===== src/rtl/thunderbird_light_decoder_if.sv =====
// ---------------------------------------------------------------------------
// thunderbird_light_decoder_if
//
// Lamp-bus bundle between a Thunderbird tail-light source and the receive-side
// sequence checker. Signal names follow the lamp-bus naming used system-wide.
//
//   L_lights  [2:0]       left lamp lines, bit0 = innermost lamp
//   R_lights  [2:0]       right lamp lines, bit0 = innermost lamp
//   clr_cnt               synchronous clear of the four event counters
//   mode      [1:0]       class of last sampled pattern (00 idle, 01 left,
//                         10 right, 11 hazard)
//   left_done             pulse: complete left sequence observed
//   right_done            pulse: complete right sequence observed
//   haz_seen              pulse: hazard pattern accepted
//   seq_err               pulse: illegal pattern or transition
//   in_sync               high while the checker is tracking
//   left_cnt, right_cnt,
//   haz_cnt, err_cnt      saturating event counters, CNT_W bits each
//
// master : lamp source / bench side (drives lamps and clr_cnt)
// slave  : checker side (drives status, pulses and counters)
// ---------------------------------------------------------------------------
interface thunderbird_light_decoder_if #(
  parameter int CNT_W = 8
);
  logic [2:0]       L_lights;
  logic [2:0]       R_lights;
  logic             clr_cnt;
  logic [1:0]       mode;
  logic             left_done;
  logic             right_done;
  logic             haz_seen;
  logic             seq_err;
  logic             in_sync;
  logic [CNT_W-1:0] left_cnt;
  logic [CNT_W-1:0] right_cnt;
  logic [CNT_W-1:0] haz_cnt;
  logic [CNT_W-1:0] err_cnt;

  modport master (
    output L_lights, R_lights, clr_cnt,
    input  mode, left_done, right_done, haz_seen, seq_err, in_sync,
    input  left_cnt, right_cnt, haz_cnt, err_cnt
  );

  modport slave (
    input  L_lights, R_lights, clr_cnt,
    output mode, left_done, right_done, haz_seen, seq_err, in_sync,
    output left_cnt, right_cnt, haz_cnt, err_cnt
  );
endinterface


===== src/rtl/thunderbird_light_decoder.sv =====
// ---------------------------------------------------------------------------
// thunderbird_light_decoder
//
// Receive-side monitor for the Thunderbird tail-light lamp bus. Every rising
// edge it classifies the six lamp lines, advances a sequence-tracking state
// machine, pulses on completed left/right/hazard sequences, flags illegal
// patterns or transitions, and keeps saturating event counters. All outputs
// are registered and reflect the pattern sampled on the previous edge.
//
// Ports:
//   clk    rising-edge system clock
//   reset  synchronous, active-low reset
//   bus    thunderbird_light_decoder_if.slave (lamp inputs, clr_cnt, status,
//          pulses and counters -- see the interface header)
// ---------------------------------------------------------------------------
module thunderbird_light_decoder #(
  parameter int CNT_W = 8
) (
  input  logic                          clk,
  input  logic                          reset,
  thunderbird_light_decoder_if.slave    bus
);

  localparam logic [CNT_W-1:0] CNT_MAX = '1;

  // Lamp pattern classes. LR = {L_lights, R_lights}.
  typedef enum logic [3:0] {
    P_Z, P_A1, P_A2, P_A3, P_B1, P_B2, P_B3, P_H, P_ILL
  } pat_e;

  // Each state names the last accepted pattern; SYNC means "waiting for Z".
  typedef enum logic [3:0] {
    S_SYNC, S_IDLE, S_L1, S_L2, S_L3, S_R1, S_R2, S_R3, S_HZ
  } state_e;

  state_e           r_state;
  logic [1:0]       r_mode;
  logic             r_left_done;
  logic             r_right_done;
  logic             r_haz_seen;
  logic             r_seq_err;
  logic             r_in_sync;
  logic [CNT_W-1:0] r_left_cnt;
  logic [CNT_W-1:0] r_right_cnt;
  logic [CNT_W-1:0] r_haz_cnt;
  logic [CNT_W-1:0] r_err_cnt;

  pat_e       w_cls;
  state_e     w_next_state;
  logic       w_legal;
  logic       w_left;
  logic       w_right;
  logic       w_haz;
  logic       w_err;
  logic [1:0] w_mode;

  // -------------------------------------------------------------------------
  // Pattern classifier
  // -------------------------------------------------------------------------
  always_comb begin
    case ({bus.L_lights, bus.R_lights})
      6'b000_000: w_cls = P_Z;
      6'b001_000: w_cls = P_A1;
      6'b011_000: w_cls = P_A2;
      6'b111_000: w_cls = P_A3;
      6'b000_001: w_cls = P_B1;
      6'b000_011: w_cls = P_B2;
      6'b000_111: w_cls = P_B3;
      6'b111_111: w_cls = P_H;
      default:    w_cls = P_ILL;
    endcase
  end

  // -------------------------------------------------------------------------
  // Next-state and pulse logic
  // -------------------------------------------------------------------------
  // NOTE: every signal written here gets a default first, so no path through
  // the case statements can leave one unassigned and infer a latch.
  always_comb begin
    w_next_state = r_state;
    w_legal      = 1'b0;
    w_left       = 1'b0;
    w_right      = 1'b0;
    w_haz        = 1'b0;
    w_err        = 1'b0;
    w_mode       = r_mode;

    // mode follows the sampled class every edge; ILL keeps the old value.
    case (w_cls)
      P_Z:              w_mode = 2'b00;
      P_A1, P_A2, P_A3: w_mode = 2'b01;
      P_B1, P_B2, P_B3: w_mode = 2'b10;
      P_H:              w_mode = 2'b11;
      default:          w_mode = r_mode;
    endcase

    case (r_state)
      S_SYNC: begin
        // Resynchronising: nothing is an error, only Z re-arms tracking.
        w_legal = 1'b1;
        if (w_cls == P_Z) w_next_state = S_IDLE;
      end
      S_IDLE: begin
        w_legal = 1'b1;
        case (w_cls)
          P_Z:     w_next_state = S_IDLE;
          P_A1:    w_next_state = S_L1;
          P_B1:    w_next_state = S_R1;
          P_H:     w_next_state = S_HZ;
          default: w_legal      = 1'b0;
        endcase
      end
      S_L1: begin
        if (w_cls == P_A2)     begin w_legal = 1'b1; w_next_state = S_L2; end
        else if (w_cls == P_H) begin w_legal = 1'b1; w_next_state = S_HZ; end
      end
      S_L2: begin
        if (w_cls == P_A3) begin
          w_legal      = 1'b1;
          w_next_state = S_L3;
          w_left       = 1'b1;
        end else if (w_cls == P_H) begin
          w_legal      = 1'b1;
          w_next_state = S_HZ;
        end
      end
      S_R1: begin
        if (w_cls == P_B2)     begin w_legal = 1'b1; w_next_state = S_R2; end
        else if (w_cls == P_H) begin w_legal = 1'b1; w_next_state = S_HZ; end
      end
      S_R2: begin
        if (w_cls == P_B3) begin
          w_legal      = 1'b1;
          w_next_state = S_R3;
          w_right      = 1'b1;
        end else if (w_cls == P_H) begin
          w_legal      = 1'b1;
          w_next_state = S_HZ;
        end
      end
      S_L3, S_R3, S_HZ: begin
        if (w_cls == P_Z) begin w_legal = 1'b1; w_next_state = S_IDLE; end
      end
      default: begin
        w_legal      = 1'b1;
        w_next_state = S_SYNC;
      end
    endcase

    if (!w_legal) begin
      // An offending Z is itself a valid starting point, so go straight to
      // IDLE instead of waiting in SYNC for another Z.
      w_err        = 1'b1;
      w_next_state = (w_cls == P_Z) ? S_IDLE : S_SYNC;
    end

    // HZ never accepts H, so any legal arrival in HZ is a fresh hazard.
    w_haz = w_legal && (w_next_state == S_HZ) && (r_state != S_SYNC);
  end

  // Counter update: clear beats increment, increment stops at all-ones.
  function automatic logic [CNT_W-1:0] f_cnt_next(
    input logic [CNT_W-1:0] cnt,
    input logic             inc,
    input logic             clr
  );
    if (clr)                        return '0;
    else if (inc && cnt != CNT_MAX) return cnt + 1'b1;
    else                            return cnt;
  endfunction

  // -------------------------------------------------------------------------
  // State, output and counter registers
  // -------------------------------------------------------------------------
  // NOTE: sequential state uses non-blocking assignments only, so every
  // register samples pre-edge values regardless of statement order.
  always_ff @(posedge clk) begin
    // NOTE: reset is sampled on the clock edge (synchronous), so it is not in
    // the sensitivity list.
    if (!reset) begin
      r_state      <= S_SYNC;
      r_mode       <= 2'b00;
      r_left_done  <= 1'b0;
      r_right_done <= 1'b0;
      r_haz_seen   <= 1'b0;
      r_seq_err    <= 1'b0;
      r_in_sync    <= 1'b0;
      r_left_cnt   <= '0;
      r_right_cnt  <= '0;
      r_haz_cnt    <= '0;
      r_err_cnt    <= '0;
    end else begin
      r_state      <= w_next_state;
      r_mode       <= w_mode;
      r_left_done  <= w_left;
      r_right_done <= w_right;
      r_haz_seen   <= w_haz;
      r_seq_err    <= w_err;
      r_in_sync    <= (w_next_state != S_SYNC);
      r_left_cnt   <= f_cnt_next(r_left_cnt,  w_left,  bus.clr_cnt);
      r_right_cnt  <= f_cnt_next(r_right_cnt, w_right, bus.clr_cnt);
      r_haz_cnt    <= f_cnt_next(r_haz_cnt,   w_haz,   bus.clr_cnt);
      r_err_cnt    <= f_cnt_next(r_err_cnt,   w_err,   bus.clr_cnt);
    end
  end

  assign bus.mode       = r_mode;
  assign bus.left_done  = r_left_done;
  assign bus.right_done = r_right_done;
  assign bus.haz_seen   = r_haz_seen;
  assign bus.seq_err    = r_seq_err;
  assign bus.in_sync    = r_in_sync;
  assign bus.left_cnt   = r_left_cnt;
  assign bus.right_cnt  = r_right_cnt;
  assign bus.haz_cnt    = r_haz_cnt;
  assign bus.err_cnt    = r_err_cnt;

endmodule


===== src/flat_wrapper.sv =====
// flat-port wrapper written by rule: the top's interface ports become plain ports
module thunderbird_light_decoder_flat 
#(
  parameter int CNT_W = 8
)
  (clk, reset, bus_L_lights, bus_R_lights, bus_clr_cnt, bus_mode, bus_left_done, bus_right_done, bus_haz_seen, bus_seq_err, bus_in_sync, bus_left_cnt, bus_right_cnt, bus_haz_cnt, bus_err_cnt);
  thunderbird_light_decoder_if #(.CNT_W(CNT_W)) bus_i ();
  input  logic clk;
  input  logic reset;
  input wire logic [$bits(bus_i.L_lights)-1:0] bus_L_lights;
  input wire logic [$bits(bus_i.R_lights)-1:0] bus_R_lights;
  input wire logic [$bits(bus_i.clr_cnt)-1:0] bus_clr_cnt;
  output wire logic [$bits(bus_i.mode)-1:0] bus_mode;
  output wire logic [$bits(bus_i.left_done)-1:0] bus_left_done;
  output wire logic [$bits(bus_i.right_done)-1:0] bus_right_done;
  output wire logic [$bits(bus_i.haz_seen)-1:0] bus_haz_seen;
  output wire logic [$bits(bus_i.seq_err)-1:0] bus_seq_err;
  output wire logic [$bits(bus_i.in_sync)-1:0] bus_in_sync;
  output wire logic [$bits(bus_i.left_cnt)-1:0] bus_left_cnt;
  output wire logic [$bits(bus_i.right_cnt)-1:0] bus_right_cnt;
  output wire logic [$bits(bus_i.haz_cnt)-1:0] bus_haz_cnt;
  output wire logic [$bits(bus_i.err_cnt)-1:0] bus_err_cnt;
  assign bus_i.L_lights = bus_L_lights;
  assign bus_i.R_lights = bus_R_lights;
  assign bus_i.clr_cnt = bus_clr_cnt;
  assign bus_mode = bus_i.mode;
  assign bus_left_done = bus_i.left_done;
  assign bus_right_done = bus_i.right_done;
  assign bus_haz_seen = bus_i.haz_seen;
  assign bus_seq_err = bus_i.seq_err;
  assign bus_in_sync = bus_i.in_sync;
  assign bus_left_cnt = bus_i.left_cnt;
  assign bus_right_cnt = bus_i.right_cnt;
  assign bus_haz_cnt = bus_i.haz_cnt;
  assign bus_err_cnt = bus_i.err_cnt;
  thunderbird_light_decoder #(.CNT_W(CNT_W)) u_core (.clk(clk), .reset(reset), .bus(bus_i));
endmodule

===== config.mk =====
export PLATFORM = sky130hd
export DESIGN_NAME = thunderbird_light_decoder_flat
export DESIGN_NICKNAME = d
export VERILOG_FILES = /design/src/rtl/thunderbird_light_decoder_if.sv /design/src/rtl/thunderbird_light_decoder.sv /design/src/flat_wrapper.sv
export SDC_FILE = /design/constraint.sdc
export NUM_CORES = 1
export LEC_CHECK = 0
export BUFFER_PORTS_ARGS = -buffer_cell sky130_fd_sc_hd__buf_2
export CORE_ASPECT_RATIO = 1.25
export CORE_MARGIN = 2
export CORE_UTILIZATION = 45
export DETAILED_ROUTE_END_ITERATION = 8
export PLACE_DENSITY = 0.78
export SETUP_SLACK_MARGIN = 0.05
export SLEW_MARGIN = 10
export SYNTH_ARGS = -nofsm -noshare
export SYNTH_HDL_FRONTEND = slang
export SYNTH_SLANG_ARGS = --single-unit

===== constraint.sdc =====
create_clock -name clk -period 4.4 [get_ports clk]
set_input_delay 0.44 -clock clk [delete_from_list [all_inputs] [get_ports clk]]
set_output_delay 0.44 -clock clk [all_outputs]
set_load 0.03 [all_outputs]

* Word level (Yosys, flattened, before mapping)
Cells that the tools add are included.
** Cells by class
- $add $sub $neg :: 4
- Eq/ne operators :: 27
- Muxes and demuxes :: 25
- Bitwise gates (word level) :: 1
- Reduce and logical (&&, ||, !) cells :: 18
** Operators with widths (count)
- 8-bit by 1-bit adder with 8-bit output, second input constant :: 4
- 4-bit by 3-bit equality test with 1-bit output, second input constant :: 8
- 8-bit != test, second input constant :: 4
- 4-bit case mux with 8 select lines :: 1
- 4-bit 2-to-1 mux :: 7
- 4-bit case mux with 6 select lines :: 1
- 4-bit by 2-bit equality test with 1-bit output, second input constant :: 4
- 4-bit case mux with 4 select lines :: 1
- 1-bit 2-to-1 mux :: 13
- 6-bit equality test, second input constant :: 2
- 4-bit nonzero test :: 3
- 3-bit OR reduction :: 3
- 4-bit by 1-bit equality test with 1-bit output, second input constant :: 2
- 4-bit equality test, second input constant :: 2
- 4-bit logical NOT :: 2
- 2-bit case mux with 4 select lines :: 1
- 4-bit OR reduction :: 2
- 6-bit by 1-bit equality test with 1-bit output, second input constant :: 1
- 6-bit by 2-bit equality test with 1-bit output, second input constant :: 1
- 6-bit by 3-bit equality test with 1-bit output, second input constant :: 1
- 6-bit by 4-bit equality test with 1-bit output, second input constant :: 1
- 6-bit by 5-bit equality test with 1-bit output, second input constant :: 1
- 1-bit logical AND :: 6
- 6-bit logical NOT :: 1
- other kinds (3) :: 3
** Word-level totals
- Register bits :: 43
- Input bits :: 9
- Output and inout port bits :: 39
- Logic and storage cells :: 86

* Logic depth before layout (Yosys ltp)
- Depth after elaboration :: 11
- Depth in mapped cells :: 9
- Gate-level depth less buffers :: 6

* Worst setup path before layout
No wires, ideal clock.
- Path kind :: in2reg
- From :: in bus_L_lights[2]
- To :: reg u_core.r_err_cnt[3] (netlist: u_core.bus.err_cnt[3])
- Library setup time :: 0.071 ns
- Arrival time :: 1.954 ns
- Data required time :: 4.329 ns
- Setup slack :: 2.375 ns
- Stages on the path :: 8
- Buffers on the path :: 2
- Cells stage by stage :: buf_2 > and4_4 > a221oi_2 > a211oi_2 > a211o_1 > buf_6 > or3_1 > a21oi_1
** On the way
- Cells in the longest elaborated chain, start to end :: 8
- Elaborated cells between the ends (all ways) :: 28
- Classes of those cells :: eq/ne: 14; mux: 10; reduce/logical: 4
** RTL lines
- from (decl) :: RTL line flat_wrapper.sv:10 : input wire logic [$bits(bus_i.L_lights)-1:0] bus_L_lights;
- 6-bit equality test, or another cell as far along :: RTL line thunderbird_light_decoder.sv:61 : case ({bus.L_lights, bus.R_lights})
- 4-bit case mux with 8 select lines * :: RTL line thunderbird_light_decoder.sv:61
- 4-bit by 1-bit equality test with 1-bit output, or another cell as far along :: RTL line thunderbird_light_decoder.sv:105 : case (w_cls)
- 4-bit OR reduction (no line) or 1-bit 2-to-1 mux (tied branches)
- 1-bit 2-to-1 mux (on tied branches)
- 1-bit case mux with 6 select lines * :: RTL line thunderbird_light_decoder.sv:97 : case (r_state)
- 1-bit 2-to-1 mux * :: RTL line thunderbird_light_decoder.sv:150 : if (!w_legal) begin
- 1-bit logical AND * :: RTL line thunderbird_light_decoder.sv:168 : else if (inc && cnt != CNT_MAX) return cnt + 1'b1;
- to (signal assigned) :: RTL line thunderbird_light_decoder.sv:203 : r_err_cnt <= f_cnt_next(r_err_cnt, w_err, bus.clr_cnt);
- to (decl) :: RTL line thunderbird_light_decoder.sv:46 : logic [CNT_W-1:0] r_err_cnt;
Mark *: on every way between the ends. The rest lies on a longest branch, timed or not.
A chain may end at the register's enable or synchronous reset.

* Worst setup path in the final report
- From :: reg u_core.r_state[0]
- To :: reg u_core.r_err_cnt[2] (netlist: u_core.bus.err_cnt[2])
** On the way
- Cells in the longest elaborated chain, start to end :: 5
- Elaborated cells between the ends (all ways) :: 12
- Classes of those cells :: eq/ne: 8; mux: 2; reduce/logical: 2
** RTL lines
- from (decl) :: RTL line thunderbird_light_decoder.sv:36 : state_e r_state;
- from (signal assigned) :: RTL line thunderbird_light_decoder.sv:193 : r_state <= w_next_state;
- 4-bit by 3-bit equality test with 1-bit output or 4-bit equality test (tied branches) :: RTL line thunderbird_light_decoder.sv:97
- 3-bit OR reduction :: RTL line thunderbird_light_decoder.sv:97
- 1-bit case mux with 6 select lines * :: RTL line thunderbird_light_decoder.sv:97
- 1-bit 2-to-1 mux * :: RTL line thunderbird_light_decoder.sv:150
- 1-bit logical AND * :: RTL line thunderbird_light_decoder.sv:168
Marked as above.

==> results.yml <==
synthesis:
  synth-edff-count: 0
  yosysUniqueCellTypes: 59
  yosysTopAreaCellShare_pct: 34.3
  yosysTopAreaCell: "dfxtp_1"
  seq_area_frac_synth_pct: 34.3
  synth.most_common_cell: "dfxtp_1"
  synth_common_cells: "dfxtp_1, nor2_1, nand2_1, or3_1, a21oi_1"
  synthTopCellsByArea: "dfxtp_1, nor2_1, or3_1"
  syn-cell-area_um2: 2510
  ys.flop_type: "dfxtp_1"
  ys_warn_count: 0
  synth-async-reset-ratio_pct: 0
  synth_seq_cells: 43
  synth_area_per_cell_um2: 8.18
  syn-instance-count: 307
  syn-num-nets: 320
floorplanning:
  rows: 30
  core-area_um2: 5410
  dieArea_um2: 6200
  io_pins: 48
  fp.dieW_um: 70.8
  fp.dieH_um: 87.5
  start_util_pct: 46.5
cts:
  insertion_delay_ps: 300
  clk_pin_slew_ps: 90
  clock_path_buffers: 2
  ctsResizeCount: 0
  tritoncts.num_buffers: 5
  cts_tree: "built"
  clock_tree.root_cell: "clkbuf_8"
  htreeDepth: 2
  cts_hold_buf: 0
  cts.sinks: 43
  postCtsSetupBuffers: 0
global_route:
  antenna_found_initial: 0
  grt_pass1_wl_um: 10000
  gr-total-overflow: 0
  grt_pass1_vias: 2218
  grt_use_total_pct: 19.6
  grt_max_degree: 32
sta:
  fin_tns_setup_ps: 0
  hold_viol_final: 0
  setup_viol: 0
  worstMarginPinSlew_ps: 1170
  period_minus_slack_ps: 2510
  clock_skew_ps: 11.4
  rsz0062_at_grt: "no"
  maxSlewHeadroom_pct: 21.7
  final.period_utilization_pct: 57.0
  max_freq_ghz: 0.398
  drv_slew: 0
detailed_routing:
  num_vias: 2418
  viasPerCell: 5.91
  first_pass_iters: 4
  ant_nets: 0
  drt-initial-drc-count: 304
  drt-total-wl_um: 5870
  wl_per_cell_um: 14.3
  drc: 0
placement:
  hpwl_um: 4120
  portBuffers: 47
  place_congestion: 0.901
  postPlaceCellArea_um2: 2720
  placedCellCount: 401
critical_path:
  worst-path-buf-inv: 0
  crit_family: "compound AO/OA/AOI/OAI gates"
  ff2ff_setup_slack_ps: 1890
  cp_max_fo: 20
  rr_startpoint: "u_core.r_state[0]"
  arrival_ps: 2660
  slowest_stage: "dfxtp_1"
  path_cells: "and4bb_2 -> xor2_1 -> o21ai_1 -> a211o_1 -> o311ai_0 -> o41ai_1"
  cp.depth: 6
  r2r_end: "u_core.bus.err_cnt[2]"
  crit_type: "flip-flop to flip-flop"
  critPathLaunch: "u_core.r_state[0]"
  cpPeakStageDelay_ps: 740
  cp.required_ps: 4550
  reg2reg_depth: 6
  crit_end: "u_core.bus.err_cnt[2]"
  crit_path_end_kind: "flip-flop"
  cp-start-kind: "flip-flop"
hold_path:
  holdCritPathClass: "input pin to flip-flop"
finish:
  area_delta_synth_final_pct: 12.2
  stdcell_area_um2: 2820
  final_cells: 409
  drive_gt1_share_pct: 20.0
  antenna_cells: 0
  nNetsFinal: 357
power_and_ir_drop:
  power_density_nw_per_um2: 249
  vdd_drop_max_v: 0.000177
  leakage_nw: 1.08
status:
  status: "finished, final reports clean"
run:
  cap_violations: 0
-- logic make-up after synthesis --
group	Yosys count	share of synthesized area [%]
AO/OA/AOI/OAI	62	16.6
AND/OR/NAND/NOR	153	34.2
adder cells (fa/ha/maj)	4	1.99
flip-flops	43	34.3
buffers and inverters	25	5.43
XOR/XNOR	17	6.23
multiplexers	3	1.20
-- worst min path at each step --
stage                                      from               endpoint  depth (start not counted)
after floorplan                           reset   u_core.bus.left_done                          1
after global placement    u_core.bus.err_cnt[5]  u_core.bus.err_cnt[5]                          2
after detailed placement     u_core.bus.mode[1]     u_core.bus.mode[1]                          2
after CTS                           bus_clr_cnt  u_core.bus.err_cnt[1]                          4
after global routing                bus_clr_cnt  u_core.bus.err_cnt[1]                          4
final                               bus_clr_cnt  u_core.bus.err_cnt[1]                          4
-- per-stage QoR --
stage | hold slack, ps | setup WS [ps] | total power [mW] | util (%)
after floorplan | 562 | 2380 | 0.437 | -
after global placement | 478 | 1920 | 0.447 | 50.4
after detailed placement | 485 | 1830 | 0.448 | 50.4
after CTS | 457 | 1940 | 0.702 | 52.1
after global routing | 459 | 1780 | 0.724 | 52.1
final | 472 | 1890 | 0.701 | 52.1
-- cell type report --
class                           instances  area (um2)
Clock buffer                            5        68.8
Clock inverter                          3        23.8
Fill cell                             541        2590
Inverter                                7        26.3
Multi-Input combinational cell        239        1510
Sequential cell                        43         861
Tap cell                               64        80.1
Timing Repair Buffer                   48         243
-- cell usage in the layout (no fill, tap or decap), types with 7 or more instances in the layout --
cell type,n
o21ai_0,12
nor2_1,38
nand2_1,18
buf_2,47
inv_1,7
xor2_1,8
a21oi_1,14
xnor2_1,8
dfxtp_1,43
nor3_1,11
nand3_1,13
and3_1,10
nand4_1,12
or3_1,15
-- power by group --
part | internal [mW] | switching, mW
sequential | 0.390 | 0.00189
clock | 0.114 | 0.148
combinational | 0.0140 | 0.0334
total | 0.518 | 0.183
-- state kept, by name, summed over array words and instances, names as in the netlist --
signal,count
u_core.bus.err_cnt,8
u_core.bus.haz_cnt,8
u_core.bus.left_cnt,8
u_core.bus.right_cnt,8
u_core.r_state,4
u_core.bus.mode,2
u_core.bus.haz_seen,1
u_core.bus.in_sync,1
u_core.bus.left_done,1
u_core.bus.right_done,1
u_core.bus.seq_err,1
-- worst register-to-register path, cell delays in order, from the launching register on --
cell and delay [ps]:
dfxtp_1 740, and4bb_2 340, xor2_1 150, o21ai_1 110
a211o_1 480, o311ai_0 410, o41ai_1 140
-- per-layer routing --
metal  track usage, %  vias to the layer above  share of wire [%]
li1                 -                     1206                  -
met1             24.7                     1123                 45
met2             33.1                       80                 48
met3             4.28                        9                5.8
met4             6.69                        0                1.3
met5                0                        -                  0
No activity file was read; power rests on OpenSTA's default activity.
